### src/rtl/store_buffer_pkg.sv
// Shared pipeline constants and the store-buffer entry layout.
// Latency: n/a (types and constants only).
// Backpressure: n/a.
package store_buffer_pkg;

  localparam logic [6:0] OP_STORE = 7'b0100011;
  localparam logic [2:0] F3_SB    = 3'b000;
  localparam logic [2:0] F3_SH    = 3'b001;
  localparam logic [2:0] F3_SW    = 3'b010;
  localparam int         SB_DEPTH = 4;

  // The address field holds the word address padded with 2'b00. That keeps
  // the entry at 68 bits and lets the head drive DM_waddr_out directly.
  typedef struct packed {
    logic [31:0] waddr;
    logic [31:0] data;
    logic [3:0]  strb;
  } sb_entry_t;

endpackage

### src/rtl/store_buffer_if.sv
// Pipeline and data-memory signals of the store buffer, grouped as one bundle.
// Latency: n/a (wiring only).
// Backpressure: ST_stall_out toward EX/MEM; DM_wvalid_out/DM_wready_in toward memory.
// master = pipeline/memory side, slave = store_buffer.
interface store_buffer_if;
  logic [6:0]  EM_op_in;
  logic [2:0]  EM_funct3_in;
  logic [31:0] EM_daddr_in;
  logic [31:0] EM_rs2data_in;
  logic        LD_valid_in;
  logic [31:0] LD_daddr_in;
  logic        ST_stall_out;
  logic        ST_fault_out;
  logic        LD_hazard_out;
  logic        SB_empty_out;
  logic        DM_wvalid_out;
  logic [31:0] DM_waddr_out;
  logic [31:0] DM_wdata_out;
  logic [3:0]  DM_wstrb_out;
  logic        DM_wready_in;

  modport master (
    output EM_op_in, EM_funct3_in, EM_daddr_in, EM_rs2data_in,
    output LD_valid_in, LD_daddr_in, DM_wready_in,
    input  ST_stall_out, ST_fault_out, LD_hazard_out, SB_empty_out,
    input  DM_wvalid_out, DM_waddr_out, DM_wdata_out, DM_wstrb_out
  );

  modport slave (
    input  EM_op_in, EM_funct3_in, EM_daddr_in, EM_rs2data_in,
    input  LD_valid_in, LD_daddr_in, DM_wready_in,
    output ST_stall_out, ST_fault_out, LD_hazard_out, SB_empty_out,
    output DM_wvalid_out, DM_waddr_out, DM_wdata_out, DM_wstrb_out
  );
endinterface

### src/rtl/store_fifo.sv
// Generic DEPTH x 68-bit synchronous FIFO that exposes per-entry valid bits and word addresses.
// Latency: a push at edge N is visible on head_dat after edge N (registered, no bypass).
// Backpressure: a push is dropped while full; a pop is ignored while empty.
// Ports: push_vld/push_dat write; pop_rdy pops the head; full/empty; entry_vld/entry_waddr feed hazard compares.
module store_fifo
  import store_buffer_pkg::*;
#(
  parameter int DEPTH = SB_DEPTH
) (
  input  logic            clk,
  input  logic            rst_n,
  input  logic            push_vld,
  input  sb_entry_t       push_dat,
  input  logic            pop_rdy,
  output sb_entry_t       head_dat,
  output logic            full,
  output logic            empty,
  output logic [DEPTH-1:0] entry_vld,
  output logic [29:0]     entry_waddr [DEPTH]
);
  localparam int PTR_W = $clog2(DEPTH);

  logic [PTR_W-1:0] wr_ptr, rd_ptr;
  logic [PTR_W:0]   count;
  sb_entry_t        mem [DEPTH];
  logic             push_en, pop_en;

  assign full     = (count == (PTR_W+1)'(DEPTH));
  assign empty    = (count == '0);
  // A full FIFO refuses the push even when the head pops on the same edge.
  assign push_en  = push_vld && !full;
  assign pop_en   = pop_rdy && !empty;
  assign head_dat = mem[rd_ptr];

  // Pointers wrap on their own because DEPTH is a power of two.
  always_ff @(posedge clk or negedge rst_n) begin
    if (!rst_n) begin
      wr_ptr    <= '0;
      rd_ptr    <= '0;
      count     <= '0;
      entry_vld <= '0;
    end else begin
      if (push_en) wr_ptr <= wr_ptr + 1'b1;
      if (pop_en)  rd_ptr <= rd_ptr + 1'b1;
      count <= count + (PTR_W+1)'(push_en) - (PTR_W+1)'(pop_en);
      // Push and pop never target the same slot: that would need the FIFO
      // to be both full and empty.
      if (pop_en)  entry_vld[rd_ptr] <= 1'b0;
      if (push_en) entry_vld[wr_ptr] <= 1'b1;
    end
  end

  // The payload has no reset. An entry is only read while its valid bit is set.
  always_ff @(posedge clk) begin
    if (push_en) mem[wr_ptr] <= push_dat;
  end

  always_comb begin
    for (int i = 0; i < DEPTH; i++) entry_waddr[i] = mem[i].waddr[31:2];
  end
endmodule

### src/rtl/store_buffer.sv
// Store buffer: aligns EX/MEM stores into byte lanes, queues them and drains them to data memory in order.
// Latency: a store accepted at edge N reaches DM_* after edge N (no bypass); the head drains when DM_wready_in is high.
// Backpressure: ST_stall_out while full; a faulting store neither stalls nor enqueues.
// Ports: clk, rst_n (async active-low), bus (store_buffer_if.slave): EM_*/LD_* in, ST_*/LD_hazard/SB_empty out, DM_* write channel.
module store_buffer
  import store_buffer_pkg::*;
#(
  parameter int DEPTH = SB_DEPTH
) (
  input  logic           clk,
  input  logic           rst_n,
  store_buffer_if.slave  bus
);
  logic             is_store, legal;
  logic [1:0]       off;
  logic [31:0]      lane_data;
  logic [3:0]       lane_strb;
  sb_entry_t        push_dat, head_dat;
  logic             full, empty, pop_rdy, addr_hit;
  logic [DEPTH-1:0] entry_vld;
  logic [29:0]      entry_waddr [DEPTH];
  logic             unused_ld_off;

  assign is_store = (bus.EM_op_in == OP_STORE);
  assign off      = bus.EM_daddr_in[1:0];

  // Replicate the store data across all byte lanes so that the strobe alone
  // selects the lanes to write.
  always_comb begin
    legal     = 1'b0;
    lane_data = bus.EM_rs2data_in;
    lane_strb = 4'b0000;
    case (bus.EM_funct3_in)
      F3_SB: begin
        legal     = 1'b1;
        lane_data = {4{bus.EM_rs2data_in[7:0]}};
        lane_strb = 4'b0001 << off;
      end
      F3_SH: begin
        legal     = !off[0];
        lane_data = {2{bus.EM_rs2data_in[15:0]}};
        lane_strb = 4'b0011 << off;
      end
      F3_SW: begin
        legal     = (off == 2'b00);
        lane_strb = 4'b1111;
      end
      default: ;
    endcase
  end

  assign push_dat = '{waddr: {bus.EM_daddr_in[31:2], 2'b00},
                      data:  lane_data,
                      strb:  lane_strb};

  assign bus.ST_fault_out = is_store && !legal;
  assign bus.ST_stall_out = is_store && legal && full;
  assign pop_rdy          = bus.DM_wvalid_out && bus.DM_wready_in;

  store_fifo #(.DEPTH(DEPTH)) u_fifo (
    .clk         (clk),
    .rst_n       (rst_n),
    .push_vld    (is_store && legal),
    .push_dat    (push_dat),
    .pop_rdy     (pop_rdy),
    .head_dat    (head_dat),
    .full        (full),
    .empty       (empty),
    .entry_vld   (entry_vld),
    .entry_waddr (entry_waddr)
  );

  assign bus.SB_empty_out  = empty;
  assign bus.DM_wvalid_out = !empty;
  assign bus.DM_waddr_out  = head_dat.waddr;
  assign bus.DM_wdata_out  = head_dat.data;
  assign bus.DM_wstrb_out  = head_dat.strb;

  // The head still counts this cycle, even while it is being popped.
  always_comb begin
    addr_hit = 1'b0;
    for (int i = 0; i < DEPTH; i++)
      if (entry_vld[i] && entry_waddr[i] == bus.LD_daddr_in[31:2]) addr_hit = 1'b1;
  end
  assign bus.LD_hazard_out = bus.LD_valid_in && addr_hit;

  // The hazard compare is word-granular, so the load's byte offset is not needed.
  assign unused_ld_off = ^bus.LD_daddr_in[1:0];
endmodule

### src/flat_wrapper.sv
// flat-port wrapper written by rule: the top's interface ports become plain ports
module store_buffer_flat import store_buffer_pkg::*;
#(
  parameter int DEPTH = SB_DEPTH
)
  (clk, rst_n, bus_EM_op_in, bus_EM_funct3_in, bus_EM_daddr_in, bus_EM_rs2data_in, bus_LD_valid_in, bus_LD_daddr_in, bus_DM_wready_in, bus_ST_stall_out, bus_ST_fault_out, bus_LD_hazard_out, bus_SB_empty_out, bus_DM_wvalid_out, bus_DM_waddr_out, bus_DM_wdata_out, bus_DM_wstrb_out);
  store_buffer_if bus_i ();
  input  logic clk;
  input  logic rst_n;
  input wire logic [$bits(bus_i.EM_op_in)-1:0] bus_EM_op_in;
  input wire logic [$bits(bus_i.EM_funct3_in)-1:0] bus_EM_funct3_in;
  input wire logic [$bits(bus_i.EM_daddr_in)-1:0] bus_EM_daddr_in;
  input wire logic [$bits(bus_i.EM_rs2data_in)-1:0] bus_EM_rs2data_in;
  input wire logic [$bits(bus_i.LD_valid_in)-1:0] bus_LD_valid_in;
  input wire logic [$bits(bus_i.LD_daddr_in)-1:0] bus_LD_daddr_in;
  input wire logic [$bits(bus_i.DM_wready_in)-1:0] bus_DM_wready_in;
  output wire logic [$bits(bus_i.ST_stall_out)-1:0] bus_ST_stall_out;
  output wire logic [$bits(bus_i.ST_fault_out)-1:0] bus_ST_fault_out;
  output wire logic [$bits(bus_i.LD_hazard_out)-1:0] bus_LD_hazard_out;
  output wire logic [$bits(bus_i.SB_empty_out)-1:0] bus_SB_empty_out;
  output wire logic [$bits(bus_i.DM_wvalid_out)-1:0] bus_DM_wvalid_out;
  output wire logic [$bits(bus_i.DM_waddr_out)-1:0] bus_DM_waddr_out;
  output wire logic [$bits(bus_i.DM_wdata_out)-1:0] bus_DM_wdata_out;
  output wire logic [$bits(bus_i.DM_wstrb_out)-1:0] bus_DM_wstrb_out;
  assign bus_i.EM_op_in = bus_EM_op_in;
  assign bus_i.EM_funct3_in = bus_EM_funct3_in;
  assign bus_i.EM_daddr_in = bus_EM_daddr_in;
  assign bus_i.EM_rs2data_in = bus_EM_rs2data_in;
  assign bus_i.LD_valid_in = bus_LD_valid_in;
  assign bus_i.LD_daddr_in = bus_LD_daddr_in;
  assign bus_i.DM_wready_in = bus_DM_wready_in;
  assign bus_ST_stall_out = bus_i.ST_stall_out;
  assign bus_ST_fault_out = bus_i.ST_fault_out;
  assign bus_LD_hazard_out = bus_i.LD_hazard_out;
  assign bus_SB_empty_out = bus_i.SB_empty_out;
  assign bus_DM_wvalid_out = bus_i.DM_wvalid_out;
  assign bus_DM_waddr_out = bus_i.DM_waddr_out;
  assign bus_DM_wdata_out = bus_i.DM_wdata_out;
  assign bus_DM_wstrb_out = bus_i.DM_wstrb_out;
  store_buffer #(.DEPTH(DEPTH)) u_core (.clk(clk), .rst_n(rst_n), .bus(bus_i));
endmodule
### config.mk
export PLATFORM = sky130hd
export DESIGN_NAME = store_buffer_flat
export DESIGN_NICKNAME = d
export VERILOG_FILES = /design/src/rtl/store_buffer_pkg.sv /design/src/rtl/store_buffer_if.sv /design/src/rtl/store_fifo.sv /design/src/rtl/store_buffer.sv /design/src/flat_wrapper.sv
export SDC_FILE = /design/constraint.sdc
export NUM_CORES = 1
export LEC_CHECK = 0
export ABC_CLOCK_PERIOD_IN_PS = 2600
export CORE_ASPECT_RATIO = 1.25
export CORE_MARGIN = 1
export CORE_UTILIZATION = 55
export DETAILED_ROUTE_END_ITERATION = 10
export DONT_BUFFER_PORTS = 1
export PLACE_DENSITY = 0.73
export SLEW_MARGIN = 0
export SYNTH_ARGS = -nofsm -noshare
export SYNTH_HDL_FRONTEND = slang
export SYNTH_HIERARCHICAL = 1
export SYNTH_SLANG_ARGS = --single-unit
### constraint.sdc
create_clock -name clk -period 2.6 [get_ports clk]
set_clock_uncertainty 0.15 [all_clocks]
set_input_delay 0.13 -clock clk [delete_from_list [all_inputs] [get_ports clk]]
set_output_delay 0.13 -clock clk [all_outputs]
set_load 0.005 [all_outputs]
---- Word-level counts from Yosys, hierarchy flattened ----
Memory sizes are Yosys's and may differ from the RTL's.
Index checks and enable logic that the tools add are counted.
W data, S select, Z words.
operators by class
  add/sub/neg operators ................... 4
  order comparisons ....................... 4
  equal/unequal tests ..................... 8
  shifts and indexed selects .............. 2
  multiplexer cells ....................... 15
  bitwise logic cells ..................... 3
  reductions and logical operators ........ 20
operator list
  cell                   count
  $eq A30 B30 Y1         4
  $pmux W32 S2           1
  $logic_and A1 B1 Y1    13
  $pmux W4 S3            1
  $mux W1                8
  $mux W4                2
  $eq A7 B6 Y1 const B   1
  $logic_not A3 Y1       2
  $lt A2 B3 Y1 const B   2
  $add A2 B1 Y2 const B  2
  $and A4 B4 Y4          1
  $demux W1 S2           2
  $ge A2 B1 Y1 const B   2
  $logic_not A1 Y1       4
  $not A4 Y4             1
  $or A4 B4 Y4           1
  $shl A1 B2 Y4 const A  1
  $shl A2 B2 Y4 const A  1
  $add A3 B1 Y3          1
  $eq A3 B1 Y1 const B   1
  $eq A3 B2 Y1 const B   1
  $eq A3 B3 Y1 const B   1
  $pmux W1 S3            1
  $sub A3 B1 Y3          1
  $logic_not A2 Y1       1
word-level totals
  flip-flop bits (word level) ............. 11
  bits in writable memories ............... 264
  input bits .............................. 110
  output and inout port bits .............. 73
  word-level logic and storage cells ...... 61
  memories kept ........................... 1
memory list
  memory             depth  bits a word  read ports  clocked after Yosys merged registers in  wr ports  RTL line          text
  u_core.u_fifo.mem  4      66           5           0                                        1         store_fifo.sv:25  sb_entry_t mem [DEPTH];

---- Logic depth before layout (Yosys ltp) ----
Gate-level depths: netlist (run 1).
  depth after elaboration ................. 9
  gate-level depth with buffers ........... 13
  mapped depth without buffers ............ 11

---- Modules after synthesis ----
The synthesis (run 1) kept the hierarchy.
modules (own cells, without submodules)
  module        times used  cells an instance  area an instance (um^2)  sequential area each (um^2)
  store_fifo    1           539                11,402.2                 8,443.1
  store_buffer  1           242                1,926.8                  0.0

---- Least setup slack after synthesis (run 1) ----
No wires, ideal clock.
  path type ............................... input-to-reg
  start ................................... input bus_EM_op_in[2]
  end ..................................... memory u_core/u_fifo/mem[0][0] (netlist name), enable pin
  setup time .............................. 0.395 ns
  arrival time ............................ 2.104 ns
  data required time ...................... 2.055 ns
  setup slack ............................. -0.049 ns
  stages on the path ...................... 5
  buffers on the path ..................... 1
  path through ............................ nor4b_1 nand4b_1 nor3_1 clkbuf_1 and3_2
on the way
  word-level cells in the longest chain between the ends .. 5
RTL lines
  element                        RTL line            text
  from (decl)                    flat_wrapper.sv:10  input wire logic [$bits(bus_i.EM_op_in)-1:0] bus_EM_op_in;
  $eq A7 B6 Y1                   store_buffer.sv:24  assign is_store = (bus.EM_op_in == OP_STORE);
  $logic_and A1 B1 Y1            store_buffer.sv:63  .push_vld (is_store && legal),
  $logic_and A1 B1 Y1            store_fifo.sv:31    assign push_en = push_vld && !full;
  $mux W1                        store_fifo.sv:55    if (push_en) mem[wr_ptr] <= push_dat;
  $mux W1 (not written as such)  store_fifo.sv:55
  to (decl)                      store_fifo.sv:25
No other way between the ends.

==> impl_metrics.json, run 1 <==
{
  "overflow": 0,
  "slowest_stage": "edfxtp_1",
  "ios": 183,
  "top_layer_used": "met5",
  "worst_hold_path.num_cells": 2,
  "crit_path_end_kind": "output pin",
  "synth_area_per_cell_um2": 17.1,
  "cts_buffers": 28,
  "grt_first_pass_wirelength_um": 43000,
  "hold_class": "input port to register",
  "required_ns": 2.32,
  "ir_worst_vdd_mv": 0.714,
  "gr-usage-all-layers": 0.237,
  "numPortBuffers": 0,
  "power.total_mw": 11.9,
  "synth-seq-area-share": 0.633,
  "die_w_um": 141,
  "cap_viol_max_count": 0,
  "final_area_mm2": 0.0146,
  "routed_wl_um": 28500,
  "placed_area_mm2": 0.0130,
  "synthTopCellsByArea": "edfxtp_1 (61%), mux4_2 (11%), buf_4 (7.1%)",
  "clock_sinks": 283,
  "dpl.hpwl_um": 19300,
  "cts-root-buf": "clkbuf_16",
  "fp.dieH_um": 176,
  "holdWs_ns": 0.00800,
  "drive_gt1_frac": 0.211,
  "r2r_setup_slack_ns": 0.15,
  "dr_wl_met2_um": 15600,
  "ys_types": 42,
  "p_leak_nw": 4.73,
  "areaGrowthSynthToFinish_pct": 9.87,
  "hold_violations": 0,
  "netlist_area_mm2": 0.0133,
  "yosysWarnings": 6,
  "hp-start": "bus_EM_rs2data_in[2]",
  "dpl.cell_count": 979,
  "critPathMaxStageDelay_ns": 0.41,
  "post-route-min-period_ns": 2.49,
  "worst_slack_ns": 0.111,
  "syn_inst": 781,
  "grt_max_degree": 42,
  "multi_input_comb_area_mm2": 0.00380,
  "grt_pass1_vias": 6925,
  "stdcell_count": 1102,
  "dp_slack_ns": 0.0230,
  "tightest_slew_ns": 0.654,
  "cts-htree-levels": 1,
  "rows": 63,
  "regToRegStartpoint": "u_core/u_fifo/count[1]$_DFF_PN0_",
  "final_cell_mix": "edfxtp_1 (272), xnor2_1 (75), dlygate4sd3_1 (73)",
  "fmax_mhz": 402,
  "layout.filler_cells": 1691,
  "cp.arrival_ns": 2.21,
  "grt_setup_unrepaired": "false",
  "cts_tree": "yes",
  "setup_viol": 0,
  "rr_worst_depth": 11,
  "dr.first_iter.drc_count": 348,
  "drv_slew": 0,
  "antenna_found_initial": 1,
  "core-area_mm2": 0.0237,
  "drc": 0,
  "tns_ns": 0,
  "yosysTopAreaCell": "edfxtp_1",
  "clock_path_buffers": 3,
  "fin_crit_sh": 0.957,
  "powerDensity_mw_per_mm2": 813,
  "final_common_cell": "edfxtp_1",
  "num_vias": 6386,
  "holdPathEnd": "u_core/u_fifo/mem[0][30]$_DFFE_PP_",
  "fin_util": 0.617,
  "post_cts_buffers": 0,
  "clkLatencyLatePin_ns": 0.53,
  "antenna_cells": 0,
  "start_util": 0.562,
  "status": "completed",
  "ff_latch_area_mm2": 0.00845,
  "cp-start-kind": "register",
  "met3_length_um": 2260,
  "firstDrtPassIters": 4,
  "slew_headroom": 0.564,
  "postRouteAntennaNets": 0,
  "path_max_fanout": 2,
  "wl_met1_um": 9810,
  "place_congestion": 0.877,
  "crit_top_cell": "nand4_1",
  "synth_top_area_share": 0.613,
  "clk_pin_slew_worst_paths_ns": 0.06,
  "viasPerCell": 5.79,
  "critPathKind": "register to output pin",
  "die_area_mm2": 0.0249,
  "nets": 878,
  "routedWlPerCell_um": 25.8,
  "cp_cell_sequence": "xnor2_1 > nand4_1 > nor4_2 > nand4_1 > a41oi_2",
  "r2r_end": "u_core/u_fifo/count[2]$_DFF_PN0_",
  "ys_ff_latch": 283
}
metal layers:
metal | GRT usage | vias up
met4 | 0.0784 | 2
met1 | 0.272 | 3266
met3 | 0.0583 | 43
met2 | 0.432 | 253
met5 | 0 | -
li1 | - | 2822
cells in the mapped netlist (all sizes together):
master and number:
o31ai 1, mux2i 9, inv 13, mux2 17, o211ai 2, and3 4, nor3 3, nand4b 1
conb 1, a21oi 12, a32o 4, dfrtp 11, xor2 44, a41oi 1, fa 1, ha 10
nand4 24, o311ai 4, a2bb2oi 1, nor2b 1, nor2 11, or2 1, mux4 68, xnor2 79
buf 142, or3b 1, edfxtp 272, nor4b 1, and2 1, or4bb 2, clkbuf 12, nor4 16
or3 1, nand2b 4, nand2 4, a211oi 2
timing repair:
item / in CTS / in global routing
hold buffers: 73 / 0
endpoints found under the setup margin: 0 / 2
hold endpoints to repair: 285 / 0
gates resized for setup: 0 / 6
power breakdown:
part / switching [mW] / internal, mW
Sequential: 0.328 / 5.07
Combinational: 1.14 / 1.35
Clock: 1.61 / 2.42
sequential cells by signal (all words and copies together) (netlist names):
signal                   cells
u_core/u_fifo/rd_ptr         2
u_core/u_fifo/count          3
u_core/u_fifo/entry_vld      4
u_core/u_fifo/wr_ptr         2
u_core/u_fifo/mem          272
cell families after synthesis:
kind of cell	after synthesis	share of synthesized area
fa+ha+maj	11	0.0109
xor+xnor	123	0.0819
other cells	1	0.000281
simple gates	75	0.0350
compound gates	27	0.0148
mux	94	0.136
buf+inv	167	0.0876
flops	283	0.633
layout make-up:
class | count | share of cell area
flip-flops and latches | 283 | 0.577
multi-input cells | 338 | 0.259
repair buffers | 93 | 0.0695
clock buffers | 34 | 0.0508
well taps | 325 | 0.0278
clock inverters | 16 | 0.0120
inverters | 13 | 0.00333
how the worst max path moves through the flow:
stage	to	from	depth (start not counted)
global route	u_core/u_fifo/count[2]$_DFF_PN0_	u_core/u_fifo/count[1]$_DFF_PN0_	11
finish	bus_LD_hazard_out	u_core/u_fifo/mem[2][39]$_DFFE_PP_	5
CTS	u_core/u_fifo/count[2]$_DFF_PN0_	u_core/u_fifo/count[1]$_DFF_PN0_	11
floorplan	u_core/u_fifo/count[2]$_DFF_PN0_	u_core/u_fifo/count[1]$_DFF_PN0_	12
global placement	u_core/u_fifo/count[2]$_DFF_PN0_	bus_EM_op_in[2]	11
detailed placement	u_core/u_fifo/count[2]$_DFF_PN0_	bus_EM_op_in[2]	11
worst max-delay path: cells and delay by family (launching register included):
kind,cells,cell delay (ns)
AOI/OAI and AO/OA,1,0.25
xor gates and xnor gates,1,0.28
DFF,1,0.41
and+or+nand+nor,3,0.74
Note: power is estimated with default switching activity, not from simulation.
==> run 2, diff against run 1 <==
--- a/config.mk
+++ b/config.mk
@@ -5,13 +5,13 @@
 export SDC_FILE = /design/constraint.sdc
 export NUM_CORES = 1
 export LEC_CHECK = 0
-export ABC_CLOCK_PERIOD_IN_PS = 2600
+export ABC_CLOCK_PERIOD_IN_PS = 2900
 export CORE_ASPECT_RATIO = 1.25
 export CORE_MARGIN = 1
 export CORE_UTILIZATION = 55
 export DETAILED_ROUTE_END_ITERATION = 10
 export DONT_BUFFER_PORTS = 1
-export PLACE_DENSITY = 0.73
+export PLACE_DENSITY = 0.7
 export SLEW_MARGIN = 0
 export SYNTH_ARGS = -nofsm -noshare
 export SYNTH_HDL_FRONTEND = slang
==> constraint.sdc (replaced) <==
create_clock -name clk -period 2.9 [get_ports clk]
set_clock_uncertainty 0.15 [all_clocks]
set_input_delay 0.145 -clock clk [delete_from_list [all_inputs] [get_ports clk]]
set_output_delay 0.145 -clock clk [all_outputs]
set_load 0.005 [all_outputs]
==> impl_metrics.json, run 2 (same netlist as run 1, synthesis figures left out) <==
{
  "clock_sinks": 283,
  "gr-usage-met2": 0.409,
  "clk_pin_slew_worst_paths_ns": 0.06,
  "core-area_mm2": 0.0237,
  "cp_cell_sequence": "o31ai_1 > inv_1 > ha_1 > inv_1 > ha_1 > inv_1 > fa_1 > xnor2_1 > xnor2_1",
  "top_regs": "u_core/u_fifo/mem: 272 flops, u_core/u_fifo/entry_vld: 4 flops, u_core/u_fifo/count: 3 flops",
  "fmax_mhz": 372,
  "path_buf_inv": 3,
  "stdcell_count": 1102,
  "crit_path_end_kind": "register",
  "critPathMaxStageDelay_ns": 0.55,
  "dpl.hpwl_um": 19400,
  "p_seq_frac": 0.451,
  "areaGrowthSynthToFinish_pct": 9.38,
  "tightest_slew_ns": 0.616,
  "grt_setup_unrepaired": "false",
  "die_area_mm2": 0.0249,
  "netSwitchingPower_mw": 2.79,
  "firstDrtPassIters": 4,
  "hold_class": "input port to register",
  "holdWs_ns": -0.0108,
  "final_cell_mix": "edfxtp_1 (272), xnor2_1 (77), dlygate4sd3_1 (73)",
  "gr-usage-all-layers": 0.235,
  "ios": 183,
  "setup_viol": 0,
  "routed_wl_um": 28500,
  "cts_tree": "yes",
  "viasPerCell": 5.90,
  "p_comb_frac": 0.216,
  "tns_ns": 0,
  "worst_slack_ns": 0.209,
  "required_ns": 3.20,
  "p_leak_nw": 4.68,
  "grt_first_pass_wirelength_um": 42600,
  "numPortBuffers": 0,
  "violations": "hold timing",
  "clock_path_buffers": 3,
  "powerDensity_mw_per_mm2": 720,
  "clkLatencyLatePin_ns": 0.54,
  "overflow": 0,
  "path_max_fanout": 11,
  "grt.met1_usage": 0.270,
  "critPathKind": "register to register",
  "status": "finished, violations left",
  "antenna_found_initial": 1,
  "final_common_cell": "edfxtp_1",
  "postRouteAntennaNets": 0,
  "cp-start-kind": "register",
  "crit_top_cell": "inv_1",
  "slew_headroom": 0.589,
  "start_util": 0.562,
  "post-route-min-period_ns": 2.69,
  "largest_reg_flops": 272,
  "cp_top_family": "adder cells",
  "routedWlPerCell_um": 25.8,
  "fin_crit_sh": 0.928,
  "slowest_stage": "o31ai_1",
  "cts-htree-levels": 1,
  "place_congestion": 0.857,
  "drive_gt1_frac": 0.206,
  "hold_violations": 4,
  "cp.arrival_ns": 2.99,
  "grt_pass1_vias": 6982,
  "p_int_mw": 7.70,
  "dr.first_iter.drc_count": 418,
  "clock_power_share": 0.333,
  "dp_slack_ns": 0.132,
  "drv_slew": 0,
  "grt_use_met3": 0.0586,
  "grt_max_degree": 42,
  "top_register": "u_core/u_fifo/mem",
  "antenna_cells": 0,
  "die_w_um": 141,
  "cap_viol_max_count": 0,
  "num_vias": 6497,
  "top_usage_layer": "met2",
  "drc": 0,
  "cts-root-buf": "clkbuf_16",
  "fp.dieH_um": 176,
  "cts_buffers": 28,
  "nets": 876,
  "rows": 63,
  "ir_worst_vdd_mv": 0.588,
  "dpl.cell_count": 977,
  "p_sw_frac": 0.266,
  "power.total_mw": 10.5
}
## run 2: path summary, 6_finish.rpt
kind | startpoint | endpoint | slack [ns] | cells past startpoint
setup / recovery | u_core/u_fifo/count[1]$_DFF_PN0_ | u_core/u_fifo/count[2]$_DFF_PN0_ | 0.21 | 9
hold / removal | bus_EM_rs2data_in[1] | u_core/u_fifo/mem[1][29]$_DFFE_PP_ | -0.01 | 2
setup reg to reg | u_core/u_fifo/count[1]$_DFF_PN0_ | u_core/u_fifo/count[2]$_DFF_PN0_ | 0.21 | 9
hold reg to reg | u_core/u_fifo/entry_vld[2]$_DFF_PN0_ | u_core/u_fifo/entry_vld[2]$_DFF_PN0_ | 0.35 | 1
max in group asynchronous | rst_n | u_core/u_fifo/rd_ptr[0]$_DFFE_PN0N_ | 1.77 | 2
min in group asynchronous | rst_n | u_core/u_fifo/entry_vld[3]$_DFF_PN0_ | 0.43 | 2
## run 2: power groups by stage
stage                     registers, mW  logic (mW)  clock network [mW]
after detailed placement           4.83        2.18                   0
after global placement             4.82        2.15                   0
after CTS                          4.74        2.32                3.56
after floorplan                    4.65        1.83                   0
after global routing               4.75        2.44                3.71
final                              4.74        2.26                3.50
## run 2: worst register-to-register path, delay by kind of cell, from the launching register on
kind | cells | cell delay [ns]
fa+ha+maj | 3 | 0.83
xor+xnor | 2 | 0.36
buf+inv | 3 | 0.21
flops | 1 | 0.50
compound gates | 1 | 0.55
## run 2: area by class of cell
| type | instances | area (um2) |
|---|---|---|
| Clock buffer | 37 | 744 |
| Clock inverter | 15 | 155 |
| Fill cell | 1684 | 9150 |
| Inverter | 13 | 48.8 |
| Multi-Input combinational cell | 338 | 3770 |
| Sequential cell | 283 | 8450 |
| Tap cell | 325 | 407 |
| Timing Repair Buffer | 91 | 1000 |
## run 2: repair_timing
| action | 4_1_cts | 5_1_grt |
|---|---|---|
| hold buffers | 73 | 0 |
| hold endpoints to repair | 285 | 0 |
| resized for setup | 0 | 1 |
| buffers inserted | 0 | 0 |
| setup endpoints to repair | 0 | 1 |
## run 2: through the flow
stage               hold slack, ns  instance area (um2)  utilization
finish                     -0.0108                14600        0.614
detailed placement          -0.300                12900        0.546
global placement            -0.300                12900        0.546
global route               0.00895                14600        0.614
floorplan                   -0.301                13400            -
CTS                        0.00635                14600        0.614
## run 2: layer usage
| layer | routed length [um] | up-vias | share of wire |
|---|---|---|---|
| li1 | - | 2821 | - |
| met1 | 9810 | 3322 | 0.34 |
| met2 | 15000 | 278 | 0.53 |
| met3 | 2280 | 74 | 0.080 |
| met4 | 1380 | 2 | 0.048 |
| met5 | 10 | - | 0.00035 |
